File: src/rtl/wb_march_pkg.sv
// Shared definitions for the Wishbone March-test initiator.
// Holds the controller state enum, the 2-bit March element encoding and
// the per-element behaviour tables, indexed by element number:
//   bit n of each table describes element Mn.
package wb_march_pkg;

    typedef enum logic [2:0] {
        ST_IDLE,
        ST_REQ,
        ST_CHECK,
        ST_NEXT,
        ST_FINISH
    } march_state_e;

    typedef enum logic [1:0] {
        EL_M0 = 2'd0,
        EL_M1 = 2'd1,
        EL_M2 = 2'd2,
        EL_M3 = 2'd3
    } march_elem_e;

    // M2 and M3 walk the window from the top word down
    localparam logic [3:0] ELEM_DESC   = 4'b1100;
    // every element except M0 starts each word with a read
    localparam logic [3:0] ELEM_HAS_RD = 4'b1110;
    // M2 expects the inverted background
    localparam logic [3:0] ELEM_RD_INV = 4'b0100;
    // M0..M2 write each word; M3 only reads
    localparam logic [3:0] ELEM_HAS_WR = 4'b0111;
    // M1 writes the inverted background
    localparam logic [3:0] ELEM_WR_INV = 4'b0010;

    localparam logic [3:0] SEL_ALL = 4'hF;

endpackage

File: src/rtl/wb_march_master_if.sv
// Wishbone classic bus bundle between the March initiator and the SRAM
// test-chip slave.
//   wbm_cyc_o / wbm_stb_o / wbm_we_o : cycle, strobe, write enable
//   wbm_sel_o                        : byte selects
//   wbm_adr_o / wbm_dat_o            : byte address, write data
//   wbm_dat_i / wbm_ack_i            : read data, acknowledge
interface wb_march_master_if;

    logic        wbm_cyc_o;
    logic        wbm_stb_o;
    logic        wbm_we_o;
    logic [3:0]  wbm_sel_o;
    logic [31:0] wbm_adr_o;
    logic [31:0] wbm_dat_o;
    logic [31:0] wbm_dat_i;
    logic        wbm_ack_i;

    modport master (
        output wbm_cyc_o, wbm_stb_o, wbm_we_o, wbm_sel_o, wbm_adr_o, wbm_dat_o,
        input  wbm_dat_i, wbm_ack_i
    );

    modport slave (
        input  wbm_cyc_o, wbm_stb_o, wbm_we_o, wbm_sel_o, wbm_adr_o, wbm_dat_o,
        output wbm_dat_i, wbm_ack_i
    );

endinterface

File: src/rtl/wb_master_xfer.sv
// Single Wishbone classic transfer engine with ack timeout.
// The caller holds req_i (with we_i/adr_i/wdata_i stable) for as long as the
// transfer is outstanding and drops it the cycle after done_o.
//   wb_clk_i, wb_rst_i : clock, synchronous active-high reset
//   req_i              : transfer requested this cycle (drives cyc/stb)
//   we_i, adr_i, wdata_i : direction, byte address, write data
//   done_o             : ack received or wait budget exhausted (1 cycle)
//   rdata_o            : read data captured on the acking cycle
//   timed_out_o        : qualifies done_o; no ack within TIMEOUT cycles
//   wbm                : Wishbone master port
module wb_master_xfer
    import wb_march_pkg::*;
#(
    parameter int TIMEOUT = 255
) (
    input  logic        wb_clk_i,
    input  logic        wb_rst_i,
    input  logic        req_i,
    input  logic        we_i,
    input  logic [31:0] adr_i,
    input  logic [31:0] wdata_i,
    output logic        done_o,
    output logic [31:0] rdata_o,
    output logic        timed_out_o,
    wb_march_master_if.master wbm
);

    localparam int CW = $clog2(TIMEOUT + 1);

    logic [CW-1:0] wait_q, wait_d;
    logic [31:0]   rdata_q, rdata_d;
    logic          ack_seen;
    logic          expire;

    // bus outputs are all gated by req_i so the idle bus is all-zero
    assign wbm.wbm_cyc_o = req_i;
    assign wbm.wbm_stb_o = req_i;
    assign wbm.wbm_we_o  = req_i & we_i;
    assign wbm.wbm_sel_o = req_i ? SEL_ALL : 4'h0;
    assign wbm.wbm_adr_o = req_i ? adr_i : 32'h0;
    assign wbm.wbm_dat_o = (req_i & we_i) ? wdata_i : 32'h0;

    // an ack while idle belongs to nobody and is dropped here
    assign ack_seen = req_i & wbm.wbm_ack_i;
    // this is the TIMEOUT-th strobed cycle without ack; an ack arriving in
    // the same cycle still wins
    assign expire   = req_i & ~wbm.wbm_ack_i & (wait_q == CW'(TIMEOUT - 1));

    assign done_o      = ack_seen | expire;
    assign timed_out_o = expire;
    assign rdata_o     = rdata_q;

    always_comb begin
        wait_d  = '0;
        rdata_d = rdata_q;
        if (req_i && !wbm.wbm_ack_i) begin
            wait_d = wait_q + 1'b1;
        end
        if (ack_seen && !we_i) begin
            rdata_d = wbm.wbm_dat_i;
        end
    end

    always_ff @(posedge wb_clk_i) begin
        if (wb_rst_i) begin
            wait_q  <= '0;
            rdata_q <= '0;
        end else begin
            wait_q  <= wait_d;
            rdata_q <= rdata_d;
        end
    end

endmodule

File: src/rtl/wb_march_master.sv
// Self-contained 4-element March test initiator for one SRAM window.
//   state  | meaning
//   IDLE   | waiting for start; result outputs hold the last run
//   REQ    | one Wishbone transfer outstanding (cyc=stb=1)
//   CHECK  | compare captured read data against the expected background
//   NEXT   | step idx / element, bus idle for this cycle
//   FINISH | done raised, busy dropped; returns to IDLE
// Ports:
//   wb_clk_i, wb_rst_i     : clock, synchronous active-high reset
//   start, pattern         : launch pulse and background pattern
//   busy, done, pass, timeout, fail_addr, fail_data : status / result
//   wbm                    : Wishbone master port
module wb_march_master
    import wb_march_pkg::*;
#(
    parameter logic [31:0] BASE_ADDR = 32'h3000_0000,
    parameter int          NUM_WORDS = 256,
    parameter int          TIMEOUT   = 255
) (
    input  logic        wb_clk_i,
    input  logic        wb_rst_i,
    input  logic        start,
    input  logic [31:0] pattern,
    output logic        busy,
    output logic        done,
    output logic        pass,
    output logic        timeout,
    output logic [31:0] fail_addr,
    output logic [31:0] fail_data,
    wb_march_master_if.master wbm
);

    localparam int             IW       = $clog2(NUM_WORDS);
    localparam logic [IW-1:0]  IDX_LAST = IW'(NUM_WORDS - 1);

    march_state_e  state_q, state_d;
    march_elem_e   elem_q, elem_d;
    logic [IW-1:0] idx_q, idx_d;
    logic          op_we_q, op_we_d;
    logic [31:0]   pat_q, pat_d;
    logic          busy_q, busy_d;
    logic          done_q, done_d;
    logic          pass_q, pass_d;
    logic          timeout_q, timeout_d;
    logic [31:0]   fail_addr_q, fail_addr_d;
    logic [31:0]   fail_data_q, fail_data_d;

    logic          xfer_done;
    logic          xfer_to;
    logic [31:0]   xfer_rdata;
    logic [31:0]   cur_adr;
    logic [31:0]   exp_data;
    logic [31:0]   wr_data;
    logic          idx_end;
    march_elem_e   elem_nxt;

    assign cur_adr  = BASE_ADDR + (32'(idx_q) << 2);
    assign exp_data = ELEM_RD_INV[elem_q] ? ~pat_q : pat_q;
    assign wr_data  = ELEM_WR_INV[elem_q] ? ~pat_q : pat_q;
    assign idx_end  = ELEM_DESC[elem_q] ? (idx_q == '0) : (idx_q == IDX_LAST);
    assign elem_nxt = march_elem_e'(elem_q + 2'd1);

    wb_master_xfer #(
        .TIMEOUT (TIMEOUT)
    ) u_xfer (
        .wb_clk_i    (wb_clk_i),
        .wb_rst_i    (wb_rst_i),
        .req_i       (state_q == ST_REQ),
        .we_i        (op_we_q),
        .adr_i       (cur_adr),
        .wdata_i     (wr_data),
        .done_o      (xfer_done),
        .rdata_o     (xfer_rdata),
        .timed_out_o (xfer_to),
        .wbm         (wbm)
    );

    always_comb begin
        state_d     = state_q;
        elem_d      = elem_q;
        idx_d       = idx_q;
        op_we_d     = op_we_q;
        pat_d       = pat_q;
        busy_d      = busy_q;
        done_d      = done_q;
        pass_d      = pass_q;
        timeout_d   = timeout_q;
        fail_addr_d = fail_addr_q;
        fail_data_d = fail_data_q;

        case (state_q)
            ST_IDLE: begin
                if (start) begin
                    pat_d       = pattern;
                    busy_d      = 1'b1;
                    done_d      = 1'b0;
                    pass_d      = 1'b0;
                    timeout_d   = 1'b0;
                    fail_addr_d = '0;
                    fail_data_d = '0;
                    elem_d      = EL_M0;
                    idx_d       = '0;
                    op_we_d     = ~ELEM_HAS_RD[EL_M0];
                    state_d     = ST_REQ;
                end
            end
            ST_REQ: begin
                if (xfer_done) begin
                    if (xfer_to) begin
                        timeout_d   = 1'b1;
                        fail_addr_d = cur_adr;
                        fail_data_d = '0;
                        busy_d      = 1'b0;
                        done_d      = 1'b1;
                        state_d     = ST_FINISH;
                    end else if (op_we_q) begin
                        state_d = ST_NEXT;
                    end else begin
                        state_d = ST_CHECK;
                    end
                end
            end
            ST_CHECK: begin
                if (xfer_rdata != exp_data) begin
                    fail_addr_d = cur_adr;
                    fail_data_d = xfer_rdata;
                    busy_d      = 1'b0;
                    done_d      = 1'b1;
                    state_d     = ST_FINISH;
                end else if (ELEM_HAS_WR[elem_q]) begin
                    // trailing write goes to the same word
                    op_we_d = 1'b1;
                    state_d = ST_REQ;
                end else begin
                    state_d = ST_NEXT;
                end
            end
            ST_NEXT: begin
                if (!idx_end) begin
                    idx_d   = ELEM_DESC[elem_q] ? (idx_q - 1'b1) : (idx_q + 1'b1);
                    op_we_d = ~ELEM_HAS_RD[elem_q];
                    state_d = ST_REQ;
                end else if (elem_q == EL_M3) begin
                    pass_d  = 1'b1;
                    busy_d  = 1'b0;
                    done_d  = 1'b1;
                    state_d = ST_FINISH;
                end else begin
                    elem_d  = elem_nxt;
                    idx_d   = ELEM_DESC[elem_nxt] ? IDX_LAST : '0;
                    op_we_d = ~ELEM_HAS_RD[elem_nxt];
                    state_d = ST_REQ;
                end
            end
            ST_FINISH: begin
                // start is deliberately not looked at here
                state_d = ST_IDLE;
            end
            default: begin
                state_d = ST_IDLE;
            end
        endcase
    end

    always_ff @(posedge wb_clk_i) begin
        if (wb_rst_i) begin
            state_q     <= ST_IDLE;
            elem_q      <= EL_M0;
            idx_q       <= '0;
            op_we_q     <= 1'b0;
            pat_q       <= '0;
            busy_q      <= 1'b0;
            done_q      <= 1'b0;
            pass_q      <= 1'b0;
            timeout_q   <= 1'b0;
            fail_addr_q <= '0;
            fail_data_q <= '0;
        end else begin
            state_q     <= state_d;
            elem_q      <= elem_d;
            idx_q       <= idx_d;
            op_we_q     <= op_we_d;
            pat_q       <= pat_d;
            busy_q      <= busy_d;
            done_q      <= done_d;
            pass_q      <= pass_d;
            timeout_q   <= timeout_d;
            fail_addr_q <= fail_addr_d;
            fail_data_q <= fail_data_d;
        end
    end

    assign busy      = busy_q;
    assign done      = done_q;
    assign pass      = pass_q;
    assign timeout   = timeout_q;
    assign fail_addr = fail_addr_q;
    assign fail_data = fail_data_q;

endmodule
File: src/flat_wrapper.sv
// flat-port wrapper written by rule: the top's interface ports become plain ports
module wb_march_master_flat import wb_march_pkg::*;
#(
    parameter logic [31:0] BASE_ADDR = 32'h3000_0000,
    parameter int          NUM_WORDS = 256,
    parameter int          TIMEOUT   = 255
)
  (wb_clk_i, wb_rst_i, start, pattern, busy, done, pass, timeout, fail_addr, fail_data, wbm_wbm_cyc_o, wbm_wbm_stb_o, wbm_wbm_we_o, wbm_wbm_sel_o, wbm_wbm_adr_o, wbm_wbm_dat_o, wbm_wbm_dat_i, wbm_wbm_ack_i);
  wb_march_master_if wbm_i ();
  input  logic wb_clk_i;
  input  logic wb_rst_i;
  input  logic start;
  input  logic [31:0] pattern;
  output logic busy;
  output logic done;
  output logic pass;
  output logic timeout;
  output logic [31:0] fail_addr;
  output logic [31:0] fail_data;
  output wire logic [$bits(wbm_i.wbm_cyc_o)-1:0] wbm_wbm_cyc_o;
  output wire logic [$bits(wbm_i.wbm_stb_o)-1:0] wbm_wbm_stb_o;
  output wire logic [$bits(wbm_i.wbm_we_o)-1:0] wbm_wbm_we_o;
  output wire logic [$bits(wbm_i.wbm_sel_o)-1:0] wbm_wbm_sel_o;
  output wire logic [$bits(wbm_i.wbm_adr_o)-1:0] wbm_wbm_adr_o;
  output wire logic [$bits(wbm_i.wbm_dat_o)-1:0] wbm_wbm_dat_o;
  input wire logic [$bits(wbm_i.wbm_dat_i)-1:0] wbm_wbm_dat_i;
  input wire logic [$bits(wbm_i.wbm_ack_i)-1:0] wbm_wbm_ack_i;
  assign wbm_wbm_cyc_o = wbm_i.wbm_cyc_o;
  assign wbm_wbm_stb_o = wbm_i.wbm_stb_o;
  assign wbm_wbm_we_o = wbm_i.wbm_we_o;
  assign wbm_wbm_sel_o = wbm_i.wbm_sel_o;
  assign wbm_wbm_adr_o = wbm_i.wbm_adr_o;
  assign wbm_wbm_dat_o = wbm_i.wbm_dat_o;
  assign wbm_i.wbm_dat_i = wbm_wbm_dat_i;
  assign wbm_i.wbm_ack_i = wbm_wbm_ack_i;
  wb_march_master #(.BASE_ADDR(BASE_ADDR), .NUM_WORDS(NUM_WORDS), .TIMEOUT(TIMEOUT)) u_core (.wb_clk_i(wb_clk_i), .wb_rst_i(wb_rst_i), .start(start), .pattern(pattern), .busy(busy), .done(done), .pass(pass), .timeout(timeout), .fail_addr(fail_addr), .fail_data(fail_data), .wbm(wbm_i));
endmodule
File: config.mk
export PLATFORM = sky130hd
export DESIGN_NAME = wb_march_master_flat
export DESIGN_NICKNAME = d
export VERILOG_FILES = /design/src/rtl/wb_march_pkg.sv /design/src/rtl/wb_march_master_if.sv /design/src/rtl/wb_master_xfer.sv /design/src/rtl/wb_march_master.sv /design/src/flat_wrapper.sv
export SDC_FILE = /design/constraint.sdc
export NUM_CORES = 1
export LEC_CHECK = 0
export BUFFER_PORTS_ARGS = -buffer_cell sky130_fd_sc_hd__buf_2
export CORE_UTILIZATION = 52
export CTS_CLUSTER_DIAMETER = 60
export DETAILED_ROUTE_END_ITERATION = 7
export PLACE_DENSITY_LB_ADDON = 0.1
export SYNTH_ARGS = -nofsm -noshare
export SYNTH_HDL_FRONTEND = slang
export SYNTH_SLANG_ARGS = --single-unit
File: constraint.sdc
create_clock -name wb_clk_i -period 2.8 [get_ports wb_clk_i]
set_input_delay 0.56 -clock wb_clk_i [delete_from_list [all_inputs] [get_ports wb_clk_i]]
set_output_delay 0.56 -clock wb_clk_i [all_outputs]
set_load 0.01 [all_outputs]
==> metrics.txt, run 1 <==
Synth Area in XOR/XNOR 0.1008; Post-CTS Setup Bufs 0; pre-CTS setup slack 206.3 ps; post-cts gate resize count 0; Synth-to-Final Area Change 20.61%; hold crit path type input port to flop; Clock transition at path regs 60 ps; H-tree depth 4; Power Dens Cells 621.4 nW/µm²; unrepaired setup endpoints after global routing false; layout cells sized above 1 0.2403; synthesized area per cell 8.287 µm²; post-synth top area cell dfxtp_1; WL per Instance 15.41 µm; First DRT Iteration DRCs 485; Crit Path Class flop to flop; I/O Buffers 162; # Max-Cap Violations 0; pin count of the biggest net entering global routing 39; EDFF count, synth 0; final setup TNS 0 ps; Root Driver clkbuf_16; Peak supply drop 0.3352 mV; Seq/Total Area, Yosys 0.3970; total gr overflow 0; Slew Viols, Final 0; hold buffer count at CTS 0; number of remaining DRC errors 0; starting density of the core 0.5409; endpoints failing hold 0; die width 114.7 µm; Sink Count 131; synthesized cell area 6605 µm²; Antenna diodes 0; initial antenna violation count 0; CORE AREA 12,210 µm²; most common library cells after synthesis 170 x nand2_1, 131 x dfxtp_1, 79 x a21oi_1; Synth Warn # 0; Post-Synth Simple-Gate Area 0.1955; post-route ant nets 0; status finished clean; first-pass GRT wire length 27,650 µm; Final GP Congestion 0.8738; FF+latch count, synth 131; Post-Synthesis Cells 797; Period Utilization, post-route 0.9300; chip height 114.7 µm; Leakage 3.449 nW; DR pass1 iterations 5; final core utilization 0.6524; post-synth top area share 0.3970; Max Freq 0.3840 GHz; largest family of logic cells by synthesized area simple AND/OR/NAND/NOR gates; Yosys cell types 60; Compound-Gate Fraction of Synth Area 0.1589; element type at the critical path end flop; TritonCTS buffer count 17; Clock Skew 6.762 ps; row count 40; fin crit period 2604 ps; DRT Wirelength 17,340 µm; Synth area leaders dfxtp_1 40%, nand2_1 9.7%, xnor2_1 8.5%; Final #Nets 1,027; CTS tree yes; most frequent cell after synthesis nand2_1; post-synthesis async set-or-reset flop share 0; worst skew pair latency 420 ps; Final Worst Setup Slack 196.1 ps; Worst Tran Pin Value 728.0 ps; GRT Util Overall 0.2707; Post-Synth Adder-Cell Area 0.02766; Worst slew margin 0.5147; die area 13,160 µm²; Main synth FF type dfxtp_1; Clock Tree Buf Depth 2; post-synthesis mux area share 0.02065; dpl hpwl 12,050 µm; vias in the first global route 5,497; Power Total 4.951 mW; worst-path maximum fanout 9; Hold WS 378.1 ps; CP Data Arrival Time 2910 ps; final setup violation count 0; crit path launch type flop; Top Ports 207; via count 5,870; Vias/cell 5.218; critical path required time 3100 ps
[registers in the layout, summed over array words and instances (netlist names)]
name and count:
u_core.done 1, u_core.busy 1, u_core.u_xfer.wait_q 8, u_core.op_we_q 1
u_core.idx_q 8, u_core.fail_addr 9, u_core.timeout 1, u_core.state_q 3
u_core.pat_q 32, u_core.fail_data 32, u_core.elem_q 2, u_core.u_xfer.rdata_o 32
u_core.pass 1
[through the flow]
stage	cell area [µm²]	std cells
3_5_place_dp	7377	1094
2_1_floorplan	6766	840
6_report	7966	1125
3_3_place_gp	7377	1094
4_1_cts	7966	1125
5_1_grt	7966	1125
[cell families (layout without fill, tap and decap cells)]
| logic type | Yosys count | count (layout) |
|---|---|---|
| compound gates | 155 | 155 |
| xor+xnor | 76 | 76 |
| fa+ha+maj | 14 | 14 |
| buf+inv | 108 | 225 |
| flops | 131 | 131 |
| mux | 13 | 13 |
| other cells | 1 | 44 |
| simple gates | 299 | 299 |
[per-layer routing]
layer	wire, µm	vias to the layer above	part of all wire	track usage
met5	0	-	0	0
met2	8072	251	0.47	0.4412
met1	7948	2714	0.46	0.3551
li1	-	2887	-	-
met4	220	0	0.013	0.09351
met3	1094	18	0.063	0.05876
[final timing paths]
check	to	start	slack [ps]	cells after the start
worst max-delay path	u_core.fail_addr[28]$_SDFFE_PP0P_	u_core.elem_q[0]$_SDFFE_PP0P_	200	8
worst max register to register	u_core.fail_addr[28]$_SDFFE_PP0P_	u_core.elem_q[0]$_SDFFE_PP0P_	200	8
worst min register to register	u_core.fail_addr[3]$_SDFFE_PP0P_	u_core.fail_addr[3]$_SDFFE_PP0P_	450	2
worst min-delay path	u_core.pat_q[29]$_SDFFE_PP0P_	pattern[29]	380	3
[report_power, final]
group          total, mW  switching, mW  internal (mW)
sequential          2.02         0.0839           1.94
combinational      0.700          0.426          0.273
clock               2.23          0.840           1.39
total               4.95           1.35           3.60
[critical path, cell delays in order (launching register included)]
cell       delay, ps
dfxtp_1          320
inv_1             70
ha_1             210
or4_4            550
a2111oi_4        340
o2111ai_2        200
o21ai_1          320
buf_12           180
mux2_4           290
[cells in the final DEF, fill, tap and decap left out, types with 7 or more instances in the layout]
master,synthesis,final
nor3_1,10,9
o21ai_0,9,9
nand4_1,8,8
ha_1,13,12
xnor2_1,64,64
a21oi_1,79,79
nor2_1,60,59
clkbuf_16,0,17
mux2i_1,11,11
buf_4,52,17
xor2_1,12,12
and3_1,12,12
nand3_1,12,12
conb_1,1,44
a22o_1,33,33
inv_1,12,12
nand2_1,170,170
buf_2,0,162
dfxtp_1,131,131
nor2b_1,7,7
[cell type report]
cell class	instances	area, µm²
clock buffers	17	425.4
inverters	12	45.04
multi-input cells	601	3501
repair buffers	182	998.5
clock inverters	14	163.9
well taps	168	210.2
flip-flops and latches	131	2623
fillers	1058	4245
Note: power is estimated with default switching activity, not from simulation.
==> run 2: changes to the inputs <==
- RECOVER_POWER: unset -> 100
==> run 2 against run 1 <==
Against the previous run: highest routed layer unchanged; combinational power down 2%; total power is 0.32% lower; final area shrank 1.6%; the flow now finishes with violations (max-capacitance violations, max-slew violations); via count grew 1.3%; sequential share of layout area rose by 0.55 points; core utilization decreased by 1.1 points.
==> metrics.txt, run 2 (synthesis gave the netlist of run 1 again) <==
Non-Filler Instances 1,125; Antenna diodes 0; dpl hpwl 12,050 µm; CP startpoint u_core.elem_q[0]$_SDFFE_PP0P_; Slew Viols, Final 35; placed cell count 1,094; worst r2r path cells 8; Top Ports 207; hold buffer count at CTS 0; Worst slew margin -0.05930; crit path capture u_core.fail_addr[28]$_SDFFE_PP0P_; reg2reg end u_core.fail_addr[28]$_SDFFE_PP0P_; element type at the critical path end flop; # Max-Cap Violations 1; DRT Wirelength 17,370 µm; Root Driver clkbuf_16; H-tree depth 4; post-cts gate resize count 0; Power Total 4.935 mW; Synth-to-Final Area Change 18.62%; I/O Buffers 162; CP peak stage delay 580 ps; Final GP Congestion 0.8738; GRT Util Overall 0.2707; Clock Skew 6.298 ps; vias in the first global route 5,497; first-pass GRT wire length 27,650 µm; post-route cell area 7835 µm²; starting density of the core 0.5409; number of remaining DRC errors 0; crit-path cells inv_1, ha_1, or4_1, a2111oi_4, o2111ai_2, o21ai_1, buf_12, mux2_4; endpoints failing hold 0; Worst Tran Pin Value 1589 ps; unrepaired setup endpoints after global routing false; CORE AREA 12,210 µm²; fin crit period 2624 ps; status finished, violations left; pin count of the biggest net entering global routing 39; placed cell areas 7377 µm²; chip height 114.7 µm; final core utilization 0.6416; WL per Instance 15.44 µm; Clock transition at path regs 60 ps; First DRT Iteration DRCs 458; Post-CTS Setup Bufs 0; Clock Tree Buf Depth 2; crit path launch type flop; Sink Count 131; Leakage 3.039 nW; final setup TNS 0 ps; Final #Nets 1,027; worst-path maximum fanout 9; worst reg2reg startpoint u_core.elem_q[0]$_SDFFE_PP0P_; Peak supply drop 0.3334 mV; die area 13,160 µm²; hold crit path type input port to flop; Period Utilization, post-route 0.9373; TritonCTS buffer count 17; die width 114.7 µm; total gr overflow 0; most frequent cells in the layout 170 x nand2_1, 131 x dfxtp_1, 95 x clkbuf_1; row count 40; Power Dens Cells 629.8 nW/µm²; via count 5,948; commonest non-fill, non-tap cell in the layout nand2_1; worst skew pair latency 420 ps; critical path required time 3100 ps; Vias/cell 5.287; critical path's slowest cell or4_1; DR pass1 iterations 7; post-route ant nets 0; Crit Path Class flop to flop; initial antenna violation count 0; layout cells sized above 1 0.1390; failing checks max-capacitance violations, max-slew violations; final setup violation count 0; setup slack, reg-to-reg 180 ps; Max Freq 0.3810 GHz; CP Data Arrival Time 2930 ps; CTS tree yes
==> run 2: changes by cell type in the layout (fill, tap and decap cells not counted), moves of 2 or more <==
cell and change:
buf_2 -94, clkbuf_2 +2, clkbuf_1 +95, buf_4 -4
==> run 2: final cells by class <==
| class | count | area, µm² |
|---|---|---|
| tap | 168 | 210.2 |
| multi-input combinational | 601 | 3496 |
| clock buffer | 17 | 425.4 |
| inverter | 12 | 45.04 |
| fill | 1109 | 4377 |
| timing repair buffer | 182 | 872.1 |
| sequential | 131 | 2623 |
| clock inverter | 14 | 163.9 |
==> run 2: through the flow <==
step                setup WS (ps)  hold slack, ps
CTS                         198.1           365.6
floorplan                   264.8           452.6
global placement            226.5           448.2
detailed placement          206.3           450.5
finish                      175.5           378.9
global route                65.18           369.5
==> run 2: how the worst min path moves through the flow <==
| stage | start | to | slack (ps) | depth (start not counted) |
|---|---|---|---|---|
| final | pattern[29] | u_core.pat_q[29]$_SDFFE_PP0P_ | 380 | 3 |
| after CTS | pattern[29] | u_core.pat_q[29]$_SDFFE_PP0P_ | 370 | 3 |
| after global placement | u_core.timeout$_SDFFE_PP0P_ | u_core.timeout$_SDFFE_PP0P_ | 450 | 2 |
| after floorplan | u_core.u_xfer.wait_q[0]$_SDFF_PP0_ | u_core.u_xfer.wait_q[0]$_SDFF_PP0_ | 450 | 1 |
| after global routing | wbm_wbm_dat_i[19] | u_core.u_xfer.rdata_o[19]$_SDFFE_PP0P_ | 370 | 3 |
| after detailed placement | u_core.fail_addr[3]$_SDFFE_PP0P_ | u_core.fail_addr[3]$_SDFFE_PP0P_ | 450 | 2 |
==> run 2: power breakdown <==
part | switching, mW | internal (mW)
clock network | 0.837 | 1.39
registers | 0.0846 | 1.94
logic | 0.427 | 0.259
total | 1.35 | 3.59
==> run 2: critical path: cells and delay by family, from the launching register on <==
family          cells  cell delay, ps
compound gates      3             860
buf+inv             2             250
fa+ha+maj           1             210
mux                 1             290
flops               1             320
simple gates        1             580
==> run 2: routing by layer <==
| metal | global-route usage | vias up | wire length [µm] |
|---|---|---|---|
| li1 | - | 2892 | - |
| met3 | 0.05876 | 25 | 1252 |
| met1 | 0.3551 | 2750 | 7812 |
| met5 | 0 | - | 0 |
| met2 | 0.4412 | 281 | 8036 |
| met4 | 0.09351 | 0 | 264 |
